[config.mk]
export PLATFORM = sky130hd
export DESIGN_NAME = regfile_scoreboard
export DESIGN_NICKNAME = d
export VERILOG_FILES = /design/src/rtl/regfile_scoreboard_pkg.sv /design/src/rtl/sb_counter.sv /design/src/rtl/regfile_scoreboard.sv
export SDC_FILE = /design/constraint.sdc
export NUM_CORES = 1
export LEC_CHECK = 0
export BUFFER_PORTS_ARGS = -buffer_cell sky130_fd_sc_hd__buf_4
export CAP_MARGIN = 20
export CORE_ASPECT_RATIO = 0.9
export CORE_MARGIN = 4
export CORE_UTILIZATION = 25
export CTS_CLUSTER_DIAMETER = 50
export DETAILED_ROUTE_END_ITERATION = 7
export HOLD_SLACK_MARGIN = 0.06
export SLEW_MARGIN = 20
export SYNTH_ARGS = -nofsm -noshare
export SYNTH_HDL_FRONTEND = slang
export SYNTH_SLANG_ARGS = --single-unit
[constraint.sdc]
create_clock -name clk -period 7.7 [get_ports clk]
set_clock_uncertainty 0.05 [all_clocks]
set_input_delay 0.77 -clock clk [delete_from_list [all_inputs] [get_ports clk]]
set_output_delay 0.77 -clock clk [all_outputs]
set_load 0.02 [all_outputs]
[src/rtl/regfile_scoreboard_pkg.sv]
// Shared CPU constants for the register scoreboard: address width, link register
// and pending-count width helper.
package regfile_scoreboard_pkg;

  localparam int unsigned REG_AW = 5;
  localparam logic [REG_AW-1:0] REG_RA = 5'd31;

  // Bits needed to hold 0..max_pend inclusive.
  function automatic int unsigned cnt_width(input int unsigned max_pend);
    return $clog2(max_pend + 1);
  endfunction

endpackage

[src/rtl/sb_counter.sv]
// Saturating per-register pending-write counter: +inc -wb -sq per cycle, clamped to
// 0..MaxPend with a fault pulse whenever a clamp or hold happens.
module sb_counter #(
  parameter int unsigned MaxPend = 3,
  parameter int unsigned CntW    = 2
) (
  input  logic            clk,
  input  logic            rst,
  input  logic            inc,
  input  logic            wb_dec,
  input  logic            sq_dec,
  output logic [CntW-1:0] count,
  output logic            fault
);

  logic [CntW-1:0] count_q, count_d;
  int              sum;

  always_comb begin
    count_d = count_q;
    fault   = 1'b0;
    sum     = int'(count_q) + int'(inc) - int'(wb_dec) - int'(sq_dec);
    if (sum < 0) begin
      count_d = '0;
      fault   = 1'b1;
    end else if (sum > int'(MaxPend)) begin
      fault = 1'b1;
    end else begin
      count_d = CntW'(sum);
    end
  end

  always_ff @(posedge clk) begin
    if (rst) begin
      count_q <= '0;
    end else begin
      count_q <= count_d;
    end
  end

  assign count = count_q;

endmodule

[src/rtl/regfile_scoreboard.sv]
// Decode-stage register scoreboard: tracks in-flight writes per register and stalls
// issue on RAW hazards or a full pending counter.
module regfile_scoreboard
  import regfile_scoreboard_pkg::*;
#(
  parameter int unsigned MAX_PEND = 3
) (
  input  logic              clk,
  input  logic              rst,
  input  logic              issue_valid,
  input  logic [REG_AW-1:0] issue_rs,
  input  logic [REG_AW-1:0] issue_rt,
  input  logic              use_rs,
  input  logic              use_rt,
  input  logic              issue_wr,
  input  logic [REG_AW-1:0] issue_rd,
  input  logic              issue_jal,
  input  logic              wb_valid,
  input  logic [REG_AW-1:0] wb_rd,
  input  logic              wb_jal,
  input  logic              sq_valid,
  input  logic [REG_AW-1:0] sq_rd,
  input  logic              sq_jal,
  output logic              stall,
  output logic [31:0]       busy_mask,
  output logic              err
);

  localparam int unsigned CntW = cnt_width(MAX_PEND);

  logic [REG_AW-1:0]        issue_dst, wb_dst, sq_dst;
  logic [31:0][CntW-1:0]    cnt;
  logic [31:0]              fault;
  logic [CntW-1:0]          rs_cnt, rt_cnt, dst_cnt;
  logic                     rs_busy, rt_busy, dst_full, accept;
  logic                     err_q;

  assign issue_dst = issue_jal ? REG_RA : issue_rd;
  assign wb_dst    = wb_jal ? REG_RA : wb_rd;
  assign sq_dst    = sq_jal ? REG_RA : sq_rd;

  assign rs_cnt  = cnt[issue_rs];
  assign rt_cnt  = cnt[issue_rt];
  assign dst_cnt = cnt[issue_dst];

  // A same-cycle writeback lands before the read, so it credits one pending write.
  always_comb begin
    rs_busy  = use_rs && (issue_rs != '0) && (rs_cnt != '0) &&
               !(wb_valid && (wb_dst == issue_rs) && (rs_cnt == CntW'(1)));
    rt_busy  = use_rt && (issue_rt != '0) && (rt_cnt != '0) &&
               !(wb_valid && (wb_dst == issue_rt) && (rt_cnt == CntW'(1)));
    dst_full = issue_wr && (dst_cnt == CntW'(MAX_PEND)) &&
               !(wb_valid && (wb_dst == issue_dst));
    stall    = issue_valid && (rs_busy || rt_busy || dst_full);
    accept   = issue_valid && !stall;
  end

  assign cnt[0]   = '0;
  assign fault[0] = 1'b0;

  for (genvar i = 1; i < 32; i++) begin : g_cnt
    sb_counter #(
      .MaxPend (MAX_PEND),
      .CntW    (CntW)
    ) u_cnt (
      .clk    (clk),
      .rst    (rst),
      .inc    (accept && issue_wr && (issue_dst == REG_AW'(i))),
      .wb_dec (wb_valid && (wb_dst == REG_AW'(i))),
      .sq_dec (sq_valid && (sq_dst == REG_AW'(i))),
      .count  (cnt[i]),
      .fault  (fault[i])
    );
  end

  always_ff @(posedge clk) begin
    if (rst) begin
      err_q <= 1'b0;
    end else if (|fault) begin
      err_q <= 1'b1;
    end
  end

  always_comb begin
    busy_mask = '0;
    for (int i = 1; i < 32; i++) begin
      busy_mask[i] = (cnt[i] != '0);
    end
  end

  assign err = err_q;

endmodule

==> impl_metrics.env, run 1 <==
export IMPL_clock_latency_ns=0.35
export IMPL_tns_ns=0
export IMPL_outcome="completed"
export IMPL_drtIter0Drc=1078
export IMPL_holdBufCountCts=0
export IMPL_cts_root_buf="clkbuf_16"
export IMPL_drcViolationCount=0
export IMPL_io_pins=70
export IMPL_die_area_um2=36800
export IMPL_die_h_um=182
export IMPL_overflow=0
export IMPL_vias=8316
export IMPL_whs_path_depth=2
export IMPL_power_leakage_nw=4.56
export IMPL_multi_input_area_um2=6580
export IMPL_post_cts_buffers=0
export IMPL_grt_start_max_net_pins=64
export IMPL_rsz0062_at_grt="false"
export IMPL_routed_wl_um=33900
export IMPL_wl_per_cell_um=22.6
export IMPL_min_period_over_period_pct=82.4
export IMPL_crit_cells=19
export IMPL_ys_types=73
export IMPL_cts_tree="built"
export IMPL_num_fill_cells=3592
export IMPL_gp_congestion=1.05
export IMPL_crit_path_top_delay_cell="nor4_1"
export IMPL_hold_class="reg -> reg"
export IMPL_path_max_fanout=16
export IMPL_synth_area_um2=8450
export IMPL_core_area_um2=33100
export IMPL_fin_crit_ns=6.35
export IMPL_fin_util_pct=29.0
export IMPL_cts_max_level=3
export IMPL_rows=63
export IMPL_antenna_found_initial=0
export IMPL_critPathKind="in -> reg"
export IMPL_cts_buffers=9
export IMPL_grt_use_total_pct=18.3
export IMPL_mostFrequentLayoutCell="ha_1"
export IMPL_grt_pass1_wl_um=51400
export IMPL_cp_end_kind="flop"
export IMPL_ys_ff_latch=63
export IMPL_ys_flop_type="dfxtp_1"
export IMPL_drtAntennaViolNets=0
export IMPL_r2r_cells=17
export IMPL_hold_viol=0
export IMPL_setup_viol=0
export IMPL_slew_viol_final=0
export IMPL_cts_resized=0
export IMPL_final_cell_mix="ha_1 (135), nand2_1 (103), nor3_1 (103)"
export IMPL_clk_pin_slew_worst_paths_ns=0.06
export IMPL_startpoint_type="primary input"
export IMPL_synthArstFlopShare_pct=0
export IMPL_vdd_drop_max_v=0.0000781
export IMPL_cts_buffer_depth=2
export IMPL_grt_use_met3_pct=4.66
export IMPL_cp_required_ns=7.86
export IMPL_area_growth_pct=13.5
export IMPL_port_buffers=68
export IMPL_slew_headroom_pct=32.7
export IMPL_dp_hpwl_um=27400
export IMPL_grt_use_met1_pct=25.4
export IMPL_start_util_pct=25.5
export IMPL_critical_path_arrival_ns=6.50
export IMPL_ys_seq_area_share_pct=14.9
export IMPL_grt_pass1_vias=8349
export IMPL_drt_pass1_iter_count=6
export IMPL_drv_cap=0
export IMPL_cp_top_family="simple AND/OR/NAND/NOR gates"
export IMPL_placed_cell_area_um2=9280
export IMPL_syn_inst=1031
export IMPL_synthesis_nets=1233
export IMPL_busiest_layer="met2"
export IMPL_path_buf_inv=2
export IMPL_syn_area_per_cell_um2=8.19
export IMPL_tightestPinTransition_ns=1.00
export IMPL_synth_warnings=0
export IMPL_drive_gt1_share_pct=13.5
export IMPL_die_w_um=202
export IMPL_powerDensity_nw_per_um2=115
export IMPL_synth_edf_count=0
export IMPL_seqCellArea_um2=1260
export IMPL_via_per_inst=5.55
export IMPL_final_area_um2=9590
export IMPL_grt_met2_usage_pct=27.7
export IMPL_cp_slowest_stage_delay_ns=0.61
export IMPL_clock_fmax_ghz=0.158
export IMPL_crit_chain="buf_4 -> nor2b_1 -> a22oi_1 -> nand3_1 -> o311ai_0 -> o21bai_1 -> o211ai_4 -> nor4_1 -> ha_1 -> fa_1 -> inv_1 -> ha_1 -> ha_1 -> nor2b_1 -> nand4_1 -> nor4_1 -> nand4_1 -> nor4_1 -> a21oi_1"
export IMPL_fin_nets=1273
export IMPL_clock_sinks=63
[flip-flops by register name (all words and copies together) (netlist names)]
name and cells:
g_cnt.u_cnt.count 62, err 1
[where the power goes]
part / switching (mW) / internal (mW) / total, mW
Clock: 0.161 / 0.264 / 0.425
Sequential: 0.0373 / 0.340 / 0.377
Combinational: 0.189 / 0.117 / 0.306
Total: 0.387 / 0.721 / 1.11
[logic make-up (layout without fill, tap and decap cells)]
family          Yosys count  in the layout  share of synthesized area (%)
mux                      87             87                           11.0
flops                    63             63                           14.9
xor+xnor                  6              6                          0.622
buf+inv                 141            185                           7.32
fa+ha+maj               166            166                           27.3
other cells               1              3                         0.0444
compound gates          150            150                           13.5
simple gates            417            417                           25.3
[metal layers]
layer,vias up,wire length (um)
met5,-,0
met2,432,14400
li1,3806,-
met3,105,3450
met4,0,1220
met1,3973,14800
[synthesized netlist by cell type (28+ instances only)]
master	n	area, um^2
ha_1	135	1690
nand2_1	103	387
nor3_1	104	521
fa_1	31	621
a21oi_1	28	140
a2111oi_0	30	263
inv_1	95	357
mux2i_1	78	781
nor2_1	49	184
or2_2	32	200
dfxtp_1	63	1260
nor2b_1	43	269
[through the flow]
step	power, mW	std cells	setup WS [ns]	hold slack (ns)
final	1.11	1499	1.35	0.575
after global routing	1.15	1497	1.21	0.611
after CTS	1.11	1497	1.57	0.569
after detailed placement	0.682	1482	1.23	0.563
after global placement	0.681	1482	1.23	0.557
after floorplan	0.565	1031	2.85	0.471
[final timing paths]
path	startpoint	to	slack, ns
setup / recovery	issue_rs[1]	err$_SDFFE_PP0P_	1.35
hold / removal	g_cnt[7].u_cnt.count[1]$_SDFFE_PP0N_	g_cnt[7].u_cnt.count[1]$_SDFFE_PP0N_	0.58
setup reg to reg	g_cnt[3].u_cnt.count[1]$_SDFFE_PP0N_	err$_SDFFE_PP0P_	1.95
hold reg to reg	g_cnt[7].u_cnt.count[1]$_SDFFE_PP0N_	g_cnt[7].u_cnt.count[1]$_SDFFE_PP0N_	0.58
[worst register-to-register path, delay by kind of cell (launching register included)]
family	cells	cell delay [ns]
AO/OA/AOI/OAI	5	1.34
flip-flops	1	0.42
AND/OR/NAND/NOR	6	2.41
adder cells (fa/ha/maj)	4	0.98
multiplexers	1	0.34
buffers and inverters	1	0.08
[final cells by class]
type,instances,area share (%)
flip-flops and latches,63,13.1
diodes,2,0.0522
clock buffers,11,2.64
multi-input cells,827,68.6
repair buffers,75,5.87
inverters,95,3.72
clock inverters,4,0.470
well taps,422,5.50
Note: power is estimated with default switching activity, not from simulation.
==> run 2: changes to the inputs <==
ABC_AREA = 1   (was unset)
clock period = 6.1 ns   (was 7.7 ns; I/O delays follow)
==> impl_metrics.env, run 2 <==
export IMPL_outcome="completed"
export IMPL_swShare_pct=37.9
export IMPL_drcViolationCount=0
export IMPL_grt_pass1_wl_um=53300
export IMPL_final_cells=1870
export IMPL_fin_crit_ns=5.11
export IMPL_hold_class="reg -> reg"
export IMPL_powerDensity_nw_per_um2=147
export IMPL_holdBufCountCts=0
export IMPL_vdd_drop_max_v=0.000137
export IMPL_cts_buffers=9
export IMPL_cts_tree="built"
export IMPL_cts_max_level=3
export IMPL_fin_nets=1606
export IMPL_synth_most_common_cell="nand2_1"
export IMPL_synth_top_area_share_pct=19.6
export IMPL_placed_cells=1855
export IMPL_slew_viol_final=0
export IMPL_io_pins=70
export IMPL_drtIter0Drc=938
export IMPL_die_w_um=204
export IMPL_path_max_fanout=43
export IMPL_largest_register_ffs=62
export IMPL_cp_end_kind="flop"
export IMPL_core_area_um2=34000
export IMPL_synth_edf_count=0
export IMPL_p_comb_share_pct=31.5
export IMPL_min_from="g_cnt[29].u_cnt.count[1]$_SDFFE_PP0N_"
export IMPL_yosysTopAreaCell="ha_1"
export IMPL_seq_power_share_pct=31.3
export IMPL_clock_latency_ns=0.36
export IMPL_critPathKind="in -> reg"
export IMPL_dp_hpwl_um=28400
export IMPL_timing_rr_start="g_cnt[29].u_cnt.count[1]$_SDFFE_PP0N_"
export IMPL_dp_worst_setup_slack_ns=0.762
export IMPL_clk_pin_slew_worst_paths_ns=0.07
export IMPL_port_buffers=68
export IMPL_min_period_over_period_pct=83.8
export IMPL_die_area_um2=37600
export IMPL_synth_common_cells="nand2_1 (308), inv_1 (236), nand3_1 (149), ha_1 (135), nor2_1 (135)"
export IMPL_drtAntennaViolNets=0
export IMPL_grt_start_max_net_pins=52
export IMPL_tns_ns=0
export IMPL_worstSetupStartpoint="issue_rt[0]"
export IMPL_syn_inst=1353
export IMPL_drive_gt1_share_pct=9.23
export IMPL_cts_buffer_depth=2
export IMPL_ys_seq_area_share_pct=14.6
export IMPL_overflow=0
export IMPL_wl_per_cell_um=18.7
export IMPL_rsz0062_at_grt="false"
export IMPL_grt_pass1_vias=8902
export IMPL_startpoint_type="primary input"
export IMPL_start_util_pct=25.4
export IMPL_fin_hold_ws_ns=0.441
export IMPL_synthArstFlopShare_pct=0
export IMPL_cts_root_buf="clkbuf_16"
export IMPL_die_h_um=184
export IMPL_gp_congestion=1.01
export IMPL_critical_path_arrival_ns=5.31
export IMPL_clock_fmax_ghz=0.196
export IMPL_via_per_inst=4.97
export IMPL_slew_headroom_pct=33.5
export IMPL_antenna_found_initial=0
export IMPL_setup_slack_ns=0.989
export IMPL_synth_area_um2=8640
export IMPL_drv_cap=0
export IMPL_ys_types=34
export IMPL_grt_use_total_pct=18.6
export IMPL_vias=9295
export IMPL_synth_warnings=0
export IMPL_p_sw_mw=0.554
export IMPL_setup_viol=0
export IMPL_ys_ff_latch=63
export IMPL_p_clk_share_pct=37.2
export IMPL_final_cell_mix="nand2_1 (308), inv_1 (236), nand3_1 (149)"
export IMPL_cp_required_ns=6.30
export IMPL_ys_flop_type="dfxtp_1"
export IMPL_clock_sinks=63
export IMPL_fin_util_pct=29.1
export IMPL_cts_resized=0
export IMPL_synthesis_nets=1555
export IMPL_drt_pass1_iter_count=5
export IMPL_rows=64
export IMPL_post_cts_buffers=0
export IMPL_power_mw=1.46
export IMPL_hold_viol=0
export IMPL_antenna_cells=0
export IMPL_placed_cell_area_um2=9610
export IMPL_internal_power_mw=0.906
export IMPL_synth_area_top_cells="ha_1 (20%), dfxtp_1 (15%), nand2_1 (13%), inv_1 (10%), nand3_1 (8.6%)"
export IMPL_routed_wl_um=35000
export IMPL_final_area_um2=9900
export IMPL_area_growth_pct=14.7
export IMPL_mostFrequentLayoutCell="nand2_1"
export IMPL_syn_area_per_cell_um2=6.38
export IMPL_power_leakage_nw=5.01
export IMPL_tightestPinTransition_ns=0.997
==> run 2: power by group through the flow <==
stage	clock network (mW)	logic [mW]	registers, mW
2_1_floorplan	0	0.282	0.457
3_3_place_gp	0	0.448	0.465
3_5_place_dp	0	0.451	0.465
4_1_cts	0.554	0.454	0.456
5_1_grt	0.566	0.507	0.459
6_report	0.543	0.460	0.457
==> run 2: path summary, 6_finish.rpt <==
path                                                              end  slack [ns]  depth (start not counted)
worst max-delay path                                 err$_SDFFE_PP0P_        0.99                         25
worst max register to register                       err$_SDFFE_PP0P_        1.62                         24
worst min-delay path            g_cnt[29].u_cnt.count[1]$_SDFFE_PP0N_        0.44                          2
worst min register to register  g_cnt[29].u_cnt.count[1]$_SDFFE_PP0N_        0.44                          2
==> run 2: layer usage <==
metal / part of all wire, % / vias to the layer above / track usage, % / routed length [um]
li1: - / 4485 / - / -
met1: 46 / 4303 / 26.7 / 16100
met2: 41 / 452 / 27.6 / 14400
met3: 10 / 55 / 4.82 / 3530
met4: 2.8 / 0 / 5.18 / 965
met5: 0 / - / 0 / 0
==> run 2: logic make-up (layout without fill, tap and decap cells) <==
group,Yosys count,in the layout,synth area share (%)
flops,63,63,14.6
simple gates,670,670,33.6
other cells,1,1,0.0434
fa+ha+maj,166,166,26.7
buf+inv,277,332,12.6
xor+xnor,8,8,0.811
compound gates,168,168,11.5
==> run 2: cell type report <==
type                            count  area, um^2
Clock inverter                      3        43.8
Multi-Input combinational cell   1013        6290
Tap cell                          462         578
Clock buffer                       12         246
Timing Repair Buffer               77         578
Sequential cell                    63        1260
Inverter                          240         901
Fill cell                        3780       24100
==> run 2: worst max-delay path, stage by stage <==
cell and delay (ns):
buf_4 0.25, inv_1 0.67, nand2_1 0.12, nand3_1 0.10
nand3_1 0.12, nand3_1 0.12, nand3_1 0.09, nand2_1 0.07
nand2_1 0.05, nand2_1 0.11, nand4_4 0.39, buf_4 0.32
nor2_1 0.09, ha_1 0.25, fa_1 0.36, inv_1 0.08
ha_1 0.14, ha_1 0.11, inv_1 0.03, o21ai_0 0.39
nand4_1 0.21, nor4_1 0.29, nand3_1 0.14, nor2_1 0.13
nor2_1 0.05
==> run 3: changes to the inputs <==
ABC_AREA = 0   (was 1)
clock period = 5.1 ns   (was 6.1 ns; I/O delays follow)
==> impl_metrics.env, run 3 (synthesis results as in run 1) <==
export IMPL_grt_start_max_net_pins=64
export IMPL_fin_util_pct=34.0
export IMPL_antenna_cells=0
export IMPL_drv_cap=0
export IMPL_port_buffers=68
export IMPL_startpoint_type="primary input"
export IMPL_setup_viol=0
export IMPL_rows=63
export IMPL_slew_viol_final=0
export IMPL_dp_worst_setup_slack_ns=-0.886
export IMPL_final_cells=1679
export IMPL_crit_top_cell="buf_4"
export IMPL_die_h_um=182
export IMPL_fin_nets=1454
export IMPL_cp_slowest_stage_delay_ns=0.44
export IMPL_hold_class="reg -> reg"
export IMPL_hold_viol=0
export IMPL_seqCellArea_um2=1270
export IMPL_drcViolationCount=0
export IMPL_clock_sinks=63
export IMPL_wl_per_cell_um=22.6
export IMPL_multi_input_area_um2=6800
export IMPL_vias=9036
export IMPL_setup_slack_ns=0.138
export IMPL_cts_max_level=3
export IMPL_cts_buffers=9
export IMPL_vdd_drop_max_v=0.000154
export IMPL_largest_register_ffs=62
export IMPL_clk_pin_slew_worst_paths_ns=0.07
export IMPL_io_pins=70
export IMPL_cp_end_kind="flop"
export IMPL_critPathKind="in -> reg"
export IMPL_post_cts_buffers=0
export IMPL_antenna_found_initial=0
export IMPL_cp_required_ns=5.27
export IMPL_placed_cells=1663
export IMPL_cts_buffer_depth=2
export IMPL_num_fill_cells=3489
export IMPL_grt_use_total_pct=20.0
export IMPL_slew_headroom_pct=47.3
export IMPL_path_max_fanout=8
export IMPL_drt_pass1_iter_count=6
export IMPL_clock_latency_ns=0.37
export IMPL_die_w_um=202
export IMPL_area_growth_pct=33.3
export IMPL_dp_hpwl_um=31200
export IMPL_drtAntennaViolNets=0
export IMPL_crit_path_top_delay_cell="nor4_4"
export IMPL_mostFrequentLayoutCell="buf_4"
export IMPL_powerDensity_nw_per_um2=159
export IMPL_min_period_over_period_pct=97.3
export IMPL_power_leakage_nw=5.57
export IMPL_via_per_inst=5.38
export IMPL_power_mw=1.79
export IMPL_cts_tree="built"
export IMPL_critical_path_arrival_ns=5.13
export IMPL_overflow=0
export IMPL_fin_crit_ns=4.96
export IMPL_clock_fmax_ghz=0.202
export IMPL_gp_congestion=0.999
export IMPL_core_area_um2=33100
export IMPL_crit_chain="buf_4 -> buf_4 -> nor3_1 -> a22oi_1 -> a31oi_1 -> nor4_2 -> a32oi_4 -> buf_4 -> o2111ai_2 -> nor3_2 -> buf_4 -> ha_1 -> fa_1 -> inv_1 -> ha_1 -> ha_1 -> nor2b_4 -> nand4_1 -> nor4_4 -> nand4_1 -> nor4_2 -> a21oi_1"
export IMPL_drive_gt1_share_pct=29.2
export IMPL_tightestPinTransition_ns=0.791
export IMPL_cts_root_buf="clkbuf_16"
export IMPL_outcome="completed"
export IMPL_final_cell_mix="buf_4 (247), ha_1 (135), nand2_1 (103)"
export IMPL_routed_wl_um=37900
export IMPL_grt_pass1_vias=8782
export IMPL_die_area_um2=36800
export IMPL_drtIter0Drc=852
export IMPL_grt_pass1_wl_um=55600
export IMPL_start_util_pct=25.5
export IMPL_holdBufCountCts=0
-- run 3: cell types whose count changed in the layout (fill, tap and decap cells not counted), sizes merged, moves of 27 or more --
cell / before / now
a211oi: 37 / 2
nand3: 149 / 10
o21ai: 47 / 12
nor3: 23 / 105
a21oi: 58 / 31
nor2b: 0 / 43
a2111oi: 3 / 30
nor2: 151 / 50
inv: 238 / 96
nand2: 311 / 103
buf: 77 / 256
mux2i: 0 / 78
-- run 3: per-layer routing --
metal,routed length (um),global-route usage [%]
met1,17000,28.3
met2,16500,31.0
met3,3090,4.02
met4,1220,6.12
met5,0,0
-- run 3: what timing repair did --
item                       in CTS  in global routing
gates cloned                    0                  0
pin swaps                       0                  7
setup endpoints to repair       1                  1
gates resized for setup         8                 51
-- run 3: worst max-delay path, delay by kind of cell --
kind,cells,cell delay [ns]
fa+ha+maj,4,0.88
compound gates,5,0.92
buf+inv,5,0.74
simple gates,8,2.06
-- run 3: final cells by class --
type | instances | area share [%]
tap | 422 | 4.69
multi-input combinational | 827 | 60.4
sequential | 63 | 11.3
clock inverter | 6 | 0.389
inverter | 95 | 3.17
timing repair buffer | 256 | 17.9
clock buffer | 10 | 2.12
-- run 3: power breakdown --
| group | internal (mW) | switching [mW] |
|---|---|---|
| registers | 0.512 | 0.0449 |
| logic | 0.266 | 0.336 |
| clock network | 0.344 | 0.291 |
| total | 1.12 | 0.672 |
-- run 3: stage by stage --
stage                     setup TNS [ns]  cell area [um^2]  hold slack [ns]
after floorplan                        0              8450            0.471
after global placement            -0.863             10700            0.527
after detailed placement          -0.886             10700            0.535
after CTS                              0             11000            0.543
after global routing             -0.0256             11300            0.568
final                                  0             11300            0.543
-- run 3: path summary, 6_finish.rpt --
| check | startpoint | end | slack [ns] | cells after the start |
|---|---|---|---|---|
| min reg2reg | g_cnt[3].u_cnt.count[1]$_SDFFE_PP0N_ | g_cnt[3].u_cnt.count[1]$_SDFFE_PP0N_ | 0.54 | 2 |
| max | issue_jal | err$_SDFFE_PP0P_ | 0.14 | 22 |
| max reg2reg | g_cnt[24].u_cnt.count[0]$_SDFFE_PP0N_ | err$_SDFFE_PP0P_ | 0.17 | 20 |
| min | g_cnt[3].u_cnt.count[1]$_SDFFE_PP0N_ | g_cnt[3].u_cnt.count[1]$_SDFFE_PP0N_ | 0.54 | 2 |
